### src/rtl/instr_fetch_unit.sv
// Multi-cycle instruction fetch stage: owns PC/NPC, runs a req/ack read to
// instruction memory, captures the word into IR and flags a fetch timeout.
module instr_fetch_unit #(
  parameter logic [31:0] RESET_PC    = 32'h0000_0000,
  parameter int unsigned PC_STEP     = 4,
  parameter int unsigned TIMEOUT_CYC = 16
) (
  input  logic        clk,
  input  logic        reset,
  input  logic        readim,
  input  logic        ldpc,
  input  logic        branch,
  input  logic [31:0] branch_target,
  input  logic        imem_ack,
  input  logic [31:0] imem_rdata,
  output logic        imem_req,
  output logic [31:0] imem_addr,
  output logic [31:0] irout,
  output logic [31:0] npc,
  output logic [31:0] pc,
  output logic        ir_valid,
  output logic        fetch_busy,
  output logic        fetch_err
);

  localparam int unsigned CNT_W = (TIMEOUT_CYC > 2) ? $clog2(TIMEOUT_CYC) : 1;
  localparam logic [CNT_W-1:0] CNT_LAST = CNT_W'(TIMEOUT_CYC - 1);

  typedef enum logic [1:0] {
    S_IDLE = 2'd0,
    S_REQ  = 2'd1,
    S_ERR  = 2'd2
  } state_t;

  state_t      state_reg, state_next;
  logic [31:0] pc_reg, pc_next;
  logic [31:0] npc_reg, npc_next;
  logic [31:0] addr_reg, addr_next;
  logic [31:0] ir_reg, ir_next;
  logic        ir_valid_reg, ir_valid_next;
  logic [CNT_W-1:0] cnt_reg, cnt_next;
  logic        pend_ldpc_reg, pend_ldpc_next;
  logic        pend_branch_reg, pend_branch_next;
  logic [31:0] pend_target_reg, pend_target_next;

  // Working values for PC selection
  logic [31:0] idle_target;
  logic        eff_ldpc;
  logic        eff_branch;
  logic [31:0] eff_target;
  logic [31:0] fetch_npc;
  logic [31:0] req_target;

  always_ff @(posedge clk or negedge reset) begin
    if (!reset) begin
      state_reg <= S_IDLE;
    end else begin
      state_reg <= state_next;
    end
  end

  always_comb begin
    state_next       = state_reg;
    pc_next          = pc_reg;
    npc_next         = npc_reg;
    addr_next        = addr_reg;
    ir_next          = ir_reg;
    ir_valid_next    = 1'b0;
    cnt_next         = cnt_reg;
    pend_ldpc_next   = pend_ldpc_reg;
    pend_branch_next = pend_branch_reg;
    pend_target_next = pend_target_reg;

    idle_target = branch ? branch_target : npc_reg;
    idle_target = {idle_target[31:2], 2'b00};

    // A ldpc arriving in the ack cycle itself supersedes any earlier pending one
    eff_ldpc   = ldpc | pend_ldpc_reg;
    eff_branch = ldpc ? branch : pend_branch_reg;
    eff_target = ldpc ? branch_target : pend_target_reg;
    fetch_npc  = addr_reg + 32'(PC_STEP);
    req_target = eff_branch ? eff_target : fetch_npc;
    req_target = {req_target[31:2], 2'b00};

    unique case (state_reg)
      S_IDLE: begin
        if (ldpc) begin
          pc_next = idle_target;
        end
        if (readim) begin
          state_next     = S_REQ;
          addr_next      = ldpc ? idle_target : pc_reg;
          cnt_next       = '0;
          pend_ldpc_next = 1'b0;
        end
      end
      S_REQ: begin
        if (ldpc) begin
          pend_ldpc_next   = 1'b1;
          pend_branch_next = branch;
          pend_target_next = branch_target;
        end
        if (imem_ack) begin
          ir_next        = imem_rdata;
          npc_next       = fetch_npc;
          ir_valid_next  = 1'b1;
          state_next     = S_IDLE;
          pend_ldpc_next = 1'b0;
          if (eff_ldpc) begin
            pc_next = req_target;
          end
        end else if (cnt_reg == CNT_LAST) begin
          state_next     = S_ERR;
          pend_ldpc_next = 1'b0;
        end else begin
          cnt_next = cnt_reg + 1'b1;
        end
      end
      S_ERR: begin
        state_next = S_ERR;
      end
      default: begin
        state_next = S_IDLE;
      end
    endcase
  end

  always_ff @(posedge clk or negedge reset) begin
    if (!reset) begin
      pc_reg          <= RESET_PC;
      npc_reg         <= RESET_PC;
      addr_reg        <= RESET_PC;
      ir_reg          <= '0;
      ir_valid_reg    <= 1'b0;
      cnt_reg         <= '0;
      pend_ldpc_reg   <= 1'b0;
      pend_branch_reg <= 1'b0;
      pend_target_reg <= '0;
    end else begin
      pc_reg          <= pc_next;
      npc_reg         <= npc_next;
      addr_reg        <= addr_next;
      ir_reg          <= ir_next;
      ir_valid_reg    <= ir_valid_next;
      cnt_reg         <= cnt_next;
      pend_ldpc_reg   <= pend_ldpc_next;
      pend_branch_reg <= pend_branch_next;
      pend_target_reg <= pend_target_next;
    end
  end

  // Status outputs are decodes of the registered state only
  assign imem_req   = (state_reg == S_REQ);
  assign fetch_busy = (state_reg == S_REQ);
  assign fetch_err  = (state_reg == S_ERR);
  assign imem_addr  = addr_reg;
  assign irout      = ir_reg;
  assign npc        = npc_reg;
  assign pc         = pc_reg;
  assign ir_valid   = ir_valid_reg;

endmodule

### config.mk
export PLATFORM = sky130hd
export DESIGN_NAME = instr_fetch_unit
export DESIGN_NICKNAME = d
export VERILOG_FILES = /design/src/rtl/instr_fetch_unit.sv
export SDC_FILE = /design/constraint.sdc
export NUM_CORES = 1
export LEC_CHECK = 0
export BUFFER_PORTS_ARGS = -buffer_cell sky130_fd_sc_hd__buf_2
export CORE_ASPECT_RATIO = 0.5
export CORE_UTILIZATION = 40
export CTS_CLUSTER_DIAMETER = 100
export DETAILED_ROUTE_END_ITERATION = 16
export GPL_ROUTABILITY_DRIVEN = 0
export PLACE_DENSITY = 0.65
export SYNTH_ARGS = -nofsm -noshare
export SYNTH_HDL_FRONTEND = slang
export SYNTH_SLANG_ARGS = --single-unit
### constraint.sdc
create_clock -name clk -period 1.9 [get_ports clk]
set_input_delay 0.38 -clock clk [delete_from_list [all_inputs] [get_ports clk]]
set_output_delay 0.38 -clock clk [all_outputs]
set_load 0.1 [all_outputs]
==> results of run 1 <==
through the flow:
step	setup slack [ns]	hold WS, ns	std cells
6_report	0.0539	0.184	1293
4_1_cts	0.00135	0.164	1284
5_1_grt	-0.0549	0.165	1293
3_3_place_gp	-0.0589	0.335	1250
3_5_place_dp	-0.0881	0.339	1250
2_1_floorplan	-0.315	0.0844	775
routing by layer:
metal	wire [um]	GRT usage [%]
met1	11200	33.1
met2	11000	36.3
met3	1600	5.97
met4	320	5.03
met5	17	0
repair_timing:
item,in CTS,in global routing
buffers inserted,2,9
hold buffers,1,0
pin swaps,0,10
endpoints found under the setup margin,4,22
resized for setup,3,13
endpoints found under the hold margin,35,0
path summary, 6_finish.rpt:
| check | from | endpoint | slack, ns | cells past startpoint |
|---|---|---|---|---|
| min in group asynchronous | reset | pc[16] | 0.45 | 2 |
| worst max-delay path | imem_addr[2] | pc[16] | 0.05 | 8 |
| worst min-delay path | imem_rdata[19] | irout[19] | 0.18 | 2 |
| worst min register to register | pend_target_reg[27] | pend_target_reg[27] | 0.49 | 2 |
| max in group asynchronous | reset | imem_addr[22] | 0.87 | 3 |
| worst max register to register | imem_addr[2] | pc[16] | 0.05 | 8 |
cells by family after synthesis:
group                      Yosys count  synth area share (%)
buffers and inverters               60                  3.17
adders and majority gates            2                 0.308
muxes                              123                  16.4
AOI/OAI and AO/OA                  180                  13.5
DFF                                167                  51.4
and+or+nand+nor                    216                  12.4
xor gates and xnor gates            27                  2.91
area by class of cell:
type	count	area [um^2]	share of cell area, %
clock inverters	11	146	1.35
repair buffers	274	1820	16.7
flip-flops and latches	167	4270	39.2
well taps	266	333	3.06
clock buffers	21	470	4.32
multi-input cells	548	3820	35.1
inverters	6	27.5	0.253
critical path, cell delays in order, from the launching register on:
cell	delay, ns
dfrtp_4	0.44
ha_4	0.16
nand2_1	0.10
nor4_4	0.27
buf_6	0.17
buf_12	0.10
nand2_1	0.06
xor2_1	0.25
o221ai_1	0.14
cell usage in the layout, fill, tap and decap left out, drive strengths merged, types with 17 or more instances in the layout:
| master | n |
|---|---|
| nand3 | 19 |
| dfrtp | 167 |
| nand2 | 117 |
| mux2i | 43 |
| xor2 | 19 |
| o21ai | 100 |
| nand4 | 17 |
| mux2 | 80 |
| clkbuf | 21 |
| buf | 273 |
| nor2 | 21 |
synthesized netlist by cell type (all sizes together) (2+ instances only):
| library cell | n |
|---|---|
| a2111oi | 5 |
| a211oi | 7 |
| a21o | 5 |
| a21oi | 15 |
| a221o | 2 |
| a221oi | 6 |
| a2bb2oi | 4 |
| a31oi | 5 |
| and3 | 5 |
| buf | 23 |
| clkbuf | 31 |
| dfrtp | 167 |
| ha | 2 |
| inv | 5 |
| mux2 | 80 |
| mux2i | 43 |
| nand2 | 117 |
| nand2b | 5 |
| nand3 | 19 |
| nand4 | 17 |
| nor2 | 21 |
| nor2b | 12 |
| nor3 | 8 |
| nor4 | 4 |
| o211ai | 12 |
| o21a | 3 |
| o21ai | 100 |
| o221a | 2 |
| o221ai | 5 |
| o22a | 2 |
| o22ai | 3 |
| or2 | 3 |
| xnor2 | 8 |
| xor2 | 19 |
==> run_results.csv, run 1 <==
group,metric,value,unit
synthesis,syn_area,8130,um^2
drt,viasPerCell,5.37,
sta,slew_headroom,64.9,%
drt,firstDrtPassIters,5,
floorplan,coreArea,19700,um^2
sta,setup_violations,0,
sta,worst_pin_slew,0.530,ns
cts,htreeDepth,4,
synthesis,synth.distinct_cells,51,
synthesis,synth_ff_type,"dfrtp_1",
cts,cts_buffers,17,
cts,cts-root-buf,"clkbuf_16",
synthesis,synth_area_per_cell,10.5,um^2
global_route,grt_pass1_wl,37100,um
synthesis,synth_fp_nets,847,
cts,cts_tree,"done",
final_layout,antenna_cells,0,
cts,cts.sinks,167,
global_route,grt_usage,23.4,%
sta,min_period_over_period,97.2,%
drt,drc_errors,0,
sta,hold_viol_final,0,
placement,numPortBuffers,199,
global_route,grt_max_degree,48,
drt,postRouteAntennaNets,0,
global_route,antenna_found_initial,1,
placement,placed_area,10100,um^2
final_layout,nNetsFinal,1086,
sta,slew_violations,0,
synthesis,synth_edf_count,0,
placement,dp_hpwl,17100,um
synthesis,synthArstFlopShare,100,%
floorplan,fp-row-count,36,
floorplan,dieArea,20900,um^2
cts,clock_path_buffers,2,
sta,rsz0062_at_grt,"true",
worst_setup_path,cp_max_fo,4,
floorplan,die_w,204,um
floorplan,pin_count,202,
synthesis,synth.top_cell.area_share,51.4,%
outcome,outcome,"complete, no violations",
synthesis,postSynthCellCount,775,
floorplan,die_h,103,um
worst_setup_path,required,2.19,ns
floorplan,initial_utilization,41.3,%
worst_hold_path,hp-class,"input port to flop",
final_layout,final_area,10900,um^2
worst_setup_path,critical_path_arrival,2.14,ns
worst_setup_path,crit_type,"flop to flop",
drt,wl_per_cell,18.7,um
synthesis,ys_top_cells_by_area,"dfrtp_1 51%, mux2_2 11%, o21ai_0 6.1%",
sta,fin_crit,1.85,ns
sta,final.setup_skew,0.00566,ns
synthesis,yosysSeqAreaShare,51.4,%
synthesis,synth_top_cell_by_area,"dfrtp_1",
drt,wirelength,24100,um
drt,drt_iter0_drc,325,
final_layout,fillCellCount,1729,
worst_setup_path,critPathCaptureType,"flop",
final_layout,area_delta_synth_final,33.8,%
final_layout,fin_util,55.3,%
drt,routed-via-count,6943,
synthesis,synth-seq-cells,167,
sta,max_freq,542,MHz
global_route,grt_pass1_vias,6676,
global_route,gr-total-overflow,0,
synthesis,synth_warnings,0,
final_layout,drive_gt1_share,42.7,%
flow_run,maxCapViolations,0,
worst_setup_path,start_kind,"flop",
sta,tns,0,ns
cts,worstSkewPairLatency,0.43,ns
cts,clk_pin_slew,0.07,ns
Power of run 1 is not shown: default switching activity piles up to over one toggle a cycle in this logic, so the estimate is an artifact.
==> inputs of run 2 (changes only) <==
PLACE_DENSITY = not set   (was 0.65)
PLACE_DENSITY_LB_ADDON = 0.3   (was not set)
==> run_results.csv, run 2 (synthesis gave the netlist of run 1 again) <==
group,metric,value,unit
placement,dp_hpwl,17000,um
worst_setup_path,cp_max_fo,9,
cts,clk_pin_slew,0.07,ns
final_layout,mostFrequentLayoutCell,"buf_2",
worst_setup_path,required,2.24,ns
sta,min_period_over_period,98.9,%
cts,worstSkewPairLatency,0.43,ns
drt,drt_iter0_drc,401,
global_route,antenna_found_initial,1,
drt,firstDrtPassIters,5,
floorplan,initial_utilization,41.3,%
worst_hold_path,hp-class,"input port to flop",
floorplan,die_w,204,um
flow_run,maxCapViolations,0,
sta,setup_violations,0,
final_layout,drive_gt1_share,42.2,%
worst_setup_path,crit_type,"flop to flop",
sta,final.setup_skew,0.00934,ns
final_layout,nNetsFinal,1079,
outcome,outcome,"complete, no violations",
floorplan,dieArea,20900,um^2
drt,viasPerCell,5.34,
sta,max_freq,532,MHz
worst_setup_path,crit_chain,"nand4_4, nor4_4, buf_12, nand2_1, or3_1, a31oi_1",
drt,drc_errors,0,
worst_setup_path,worst_path_dominant_cell_family,"simple AND/OR/NAND/NOR gates",
sta,slew_violations,0,
worst_setup_path,critical_path_arrival,2.22,ns
sta,fin_crit,1.88,ns
worst_setup_path,start_kind,"flop",
worst_setup_path,critPathCaptureType,"flop",
final_layout,fillCellCount,1719,
cts,htreeDepth,4,
sta,slew_headroom,64.4,%
cts,cts.sinks,167,
sta,rsz0062_at_grt,"true",
cts,cts_buffers,17,
cts,cts-root-buf,"clkbuf_16",
drt,routed-via-count,6867,
worst_setup_path,critPathSlowestCell,"dfrtp_2",
global_route,grt_usage,23.2,%
drt,wl_per_cell,18.5,um
global_route,grt_pass1_wl,36800,um
worst_setup_path,crit_buf_inv,1,
sta,hold_ws,0.178,ns
global_route,grt_max_degree,48,
drt,postRouteAntennaNets,0,
sta,worst_pin_slew,0.521,ns
final_layout,final_cell_mix,"194 x buf_2, 141 x dfrtp_1, 115 x nand2_1",
cts,clock_path_buffers,2,
drt,wirelength,23800,um
floorplan,coreArea,19700,um^2
floorplan,die_h,103,um
floorplan,pin_count,202,
global_route,gr-total-overflow,0,
sta,hold_viol_final,0,
final_layout,area_delta_synth_final,33.5,%
cts,cts_tree,"done",
floorplan,fp-row-count,36,
placement,numPortBuffers,199,
worst_setup_path,slowest_delay,0.45,ns
global_route,grt_pass1_vias,6639,
run 2: cell count changes in the layout (fill, tap and decap cells not counted), sizes merged:
cell | previous run | this run
bufinv | 3 | 6
buf | 273 | 266
diode | 0 | 1
clkinv | 6 | 3
run 2: timing repair:
action                                  CTS  global route
gates cloned                              0             0
endpoints found under the setup margin    4            17
resized for setup                         3            12
hold buffers                              1             0
setup buffers                             1             6
pin swaps                                 0             8
endpoints found under the hold margin    32             0
run 2: per-stage QoR:
stage / util, % / setup WS (ns) / cells / TNS (ns) / area, um^2
global placement: 50.9 / -0.0449 / 1246 / -0.116 / 10000
detailed placement: 50.9 / -0.0531 / 1246 / -0.247 / 10000
finish: 55.2 / 0.0218 / 1287 / 0 / 10900
global route: 55.2 / -0.0228 / 1286 / -0.0360 / 10900
floorplan: - / -0.315 / 775 / -1.64 / 8290
CTS: 54.6 / 0.00460 / 1280 / 0 / 10700
run 2: final timing paths:
path / startpoint / to / slack (ns) / depth (start not counted)
worst max-delay path: imem_addr[6] / pc[31] / 0.02 / 6
worst min-delay path: readim / cnt_reg[3] / 0.18 / 2
worst max register to register: imem_addr[6] / pc[31] / 0.02 / 6
worst min register to register: npc[28] / npc[28] / 0.49 / 2
max in group asynchronous: reset / imem_addr[19] / 0.82 / 3
min in group asynchronous: reset / pend_target_reg[12] / 0.43 / 2
run 2: worst register-to-register path, delay by kind of cell, from the launching register on:
kind                   cells  cell delay [ns]
AOI/OAI and AO/OA          1             0.20
buffers and inverters      1             0.18
DFF                        1             0.45
and+or+nand+nor            4             0.95
run 2: area by class of cell:
| cell class | count | area (um^2) | share of cell area, % |
|---|---|---|---|
| flip-flops and latches | 167 | 4270 | 39.3 |
| multi-input cells | 548 | 3810 | 35.1 |
| repair buffers | 267 | 1730 | 15.9 |
| clock buffers | 21 | 470 | 4.33 |
| well taps | 266 | 333 | 3.06 |
| clock inverters | 11 | 218 | 2.00 |
| inverters | 6 | 27.5 | 0.253 |
| diodes | 1 | 2.50 | 0.0230 |
run 2: routing by layer:
layer | vias up | global-route usage, % | routed length (um)
li1 | 3250 | - | -
met4 | 2 | 7.06 | 284
met3 | 21 | 6.19 | 1470
met2 | 187 | 35.9 | 11000
met5 | - | 0 | 13
met1 | 3407 | 32.1 | 11100
Power of run 2 is left out for the same reason.
==> inputs of run 3 (changes only) <==
--- a/config.mk
+++ b/config.mk
@@ -10,4 +10,5 @@
 export CORE_UTILIZATION = 40
 export CTS_CLUSTER_DIAMETER = 100
+export CTS_CLUSTER_SIZE = 16
 export DETAILED_ROUTE_END_ITERATION = 16
 export GPL_ROUTABILITY_DRIVEN = 0
==> constraint.sdc (replaced) <==
create_clock -name clk -period 1.9 [get_ports clk]
set_input_delay 0.285 -clock clk [delete_from_list [all_inputs] [get_ports clk]]
set_output_delay 0.285 -clock clk [all_outputs]
set_load 0.1 [all_outputs]
==> run_results.csv, run 3 (synthesis gave the netlist of run 1 again) <==
group,metric,value,unit
global_route,gr-total-overflow,0,
floorplan,die_w,204,um
outcome,violations,"setup timing",
cts,cts_tree,"done",
final_layout,fin_util,54.7,%
final_layout,drive_gt1_share,42.5,%
worst_setup_path,start_kind,"flop",
drt,viasPerCell,5.41,
cts,clk_pin_slew,0.07,ns
worst_setup_path,critPathCaptureType,"flop",
cts,cts-root-buf,"clkbuf_16",
global_route,grt_max_degree,53,
final_layout,area_delta_synth_final,32.3,%
worst_setup_path,required,2.24,ns
outcome,outcome,"finished, violations left",
floorplan,coreArea,19700,um^2
worst_setup_path,critical_path_arrival,2.29,ns
drt,wirelength,24300,um
sta,setup_ws,-0.0501,ns
final_layout,mostFrequentLayoutCell,"buf_2",
sta,hold_viol_final,0,
worst_setup_path,cp_max_fo,5,
floorplan,initial_utilization,41.3,%
drt,routed-via-count,7008,
worst_setup_path,crit_type,"flop to flop",
global_route,antenna_found_initial,3,
sta,slew_violations,0,
sta,min_period_over_period,103,%
drt,drc_errors,0,
global_route,top_usage_layer,"met2",
sta,rsz0062_at_grt,"true",
sta,setup_violations,4,
final_layout,final_cell_mix,"195 x buf_2, 140 x dfrtp_1, 114 x nand2_1",
placement,dp_hpwl,17300,um
global_route,grtUsageMet3,6.07,%
final_layout,nNetsFinal,1087,
cts,worstSkewPairLatency,0.44,ns
floorplan,dieArea,20900,um^2
cts,htreeDepth,4,
drt,postRouteAntennaNets,0,
global_route,grt_usage,23.5,%
global_route,grt_pass1_wl,37000,um
global_route,use_met1,32.3,%
global_route,grt_pass1_vias,6659,
cts,cts_buffers,17,
cts,clock_path_buffers,2,
sta,max_freq,513,MHz
sta,fin_crit,1.95,ns
cts,cts.sinks,167,
worst_hold_path,hp-class,"input port to flop",
placement,numPortBuffers,199,
global_route,grt_use_met2,37.0,%
sta,slew_headroom,65.4,%
floorplan,die_h,103,um
drt,firstDrtPassIters,5,
drt,drt_iter0_drc,357,
sta,worst_pin_slew,0.523,ns
sta,final.setup_skew,0.00806,ns
drt,wl_per_cell,18.7,um
floorplan,pin_count,202,
floorplan,fp-row-count,36,
flow_run,maxCapViolations,0,
## run 3: critical path, cell delays in order, from the launching register on
cell	delay [ns]
dfrtp_4	0.43
nand4_1	0.21
nor4_4	0.36
buf_4	0.18
buf_12	0.13
nand4_1	0.10
xor2_1	0.20
a221oi_2	0.25
## run 3: repair_timing
action / 4_1_cts / 5_1_grt
buffers inserted: 0 / 14
hold buffers: 1 / 0
hold endpoints to repair: 37 / 0
cloned: 1 / 1
gates resized for setup: 3 / 10
pin swaps: 1 / 9
endpoints found under the setup margin: 12 / 11
## run 3: worst paths after layout
check	startpoint	slack, ns	cells past startpoint	endpoint
max	imem_addr[14]	-0.05	7	pc[29]
min	imem_rdata[12]	0.08	2	irout[12]
max reg2reg	imem_addr[14]	-0.05	7	pc[29]
min reg2reg	pend_target_reg[27]	0.48	2	pend_target_reg[27]
max in group asynchronous	reset	0.88	3	imem_addr[25]
min in group asynchronous	reset	0.35	2	npc[12]
## run 3: through the flow
stage	hold slack, ns	setup slack, ns	std cells	area [um^2]	setup TNS [ns]
final	0.0795	-0.0501	1296	10800	-0.0934
after global routing	0.0613	-0.0952	1295	10800	-0.701
after CTS	0.0618	0.00933	1279	10600	0
after detailed placement	0.243	-0.198	1245	9950	-1.01
after global placement	0.241	-0.0882	1245	9950	-0.178
after floorplan	-0.0106	-0.217	775	8280	-1.31
## run 3: layer usage
metal / share of wire, % / vias to the layer above
met1: 46 / 3486
met5: 0 / -
li1: - / 3266
met2: 45 / 229
met4: 1.4 / 0
met3: 6.9 / 27
## run 3: final cells by class
class,count,area (um^2)
Tap cell,266,333
Sequential cell,167,4270
Inverter,6,25.0
Clock buffer,18,439
Fill cell,1807,8920
Multi-Input combinational cell,548,3790
Timing Repair Buffer,275,1750
Clock inverter,14,150
Antenna cell,2,5.00
Power of run 3 is left out for the same reason.
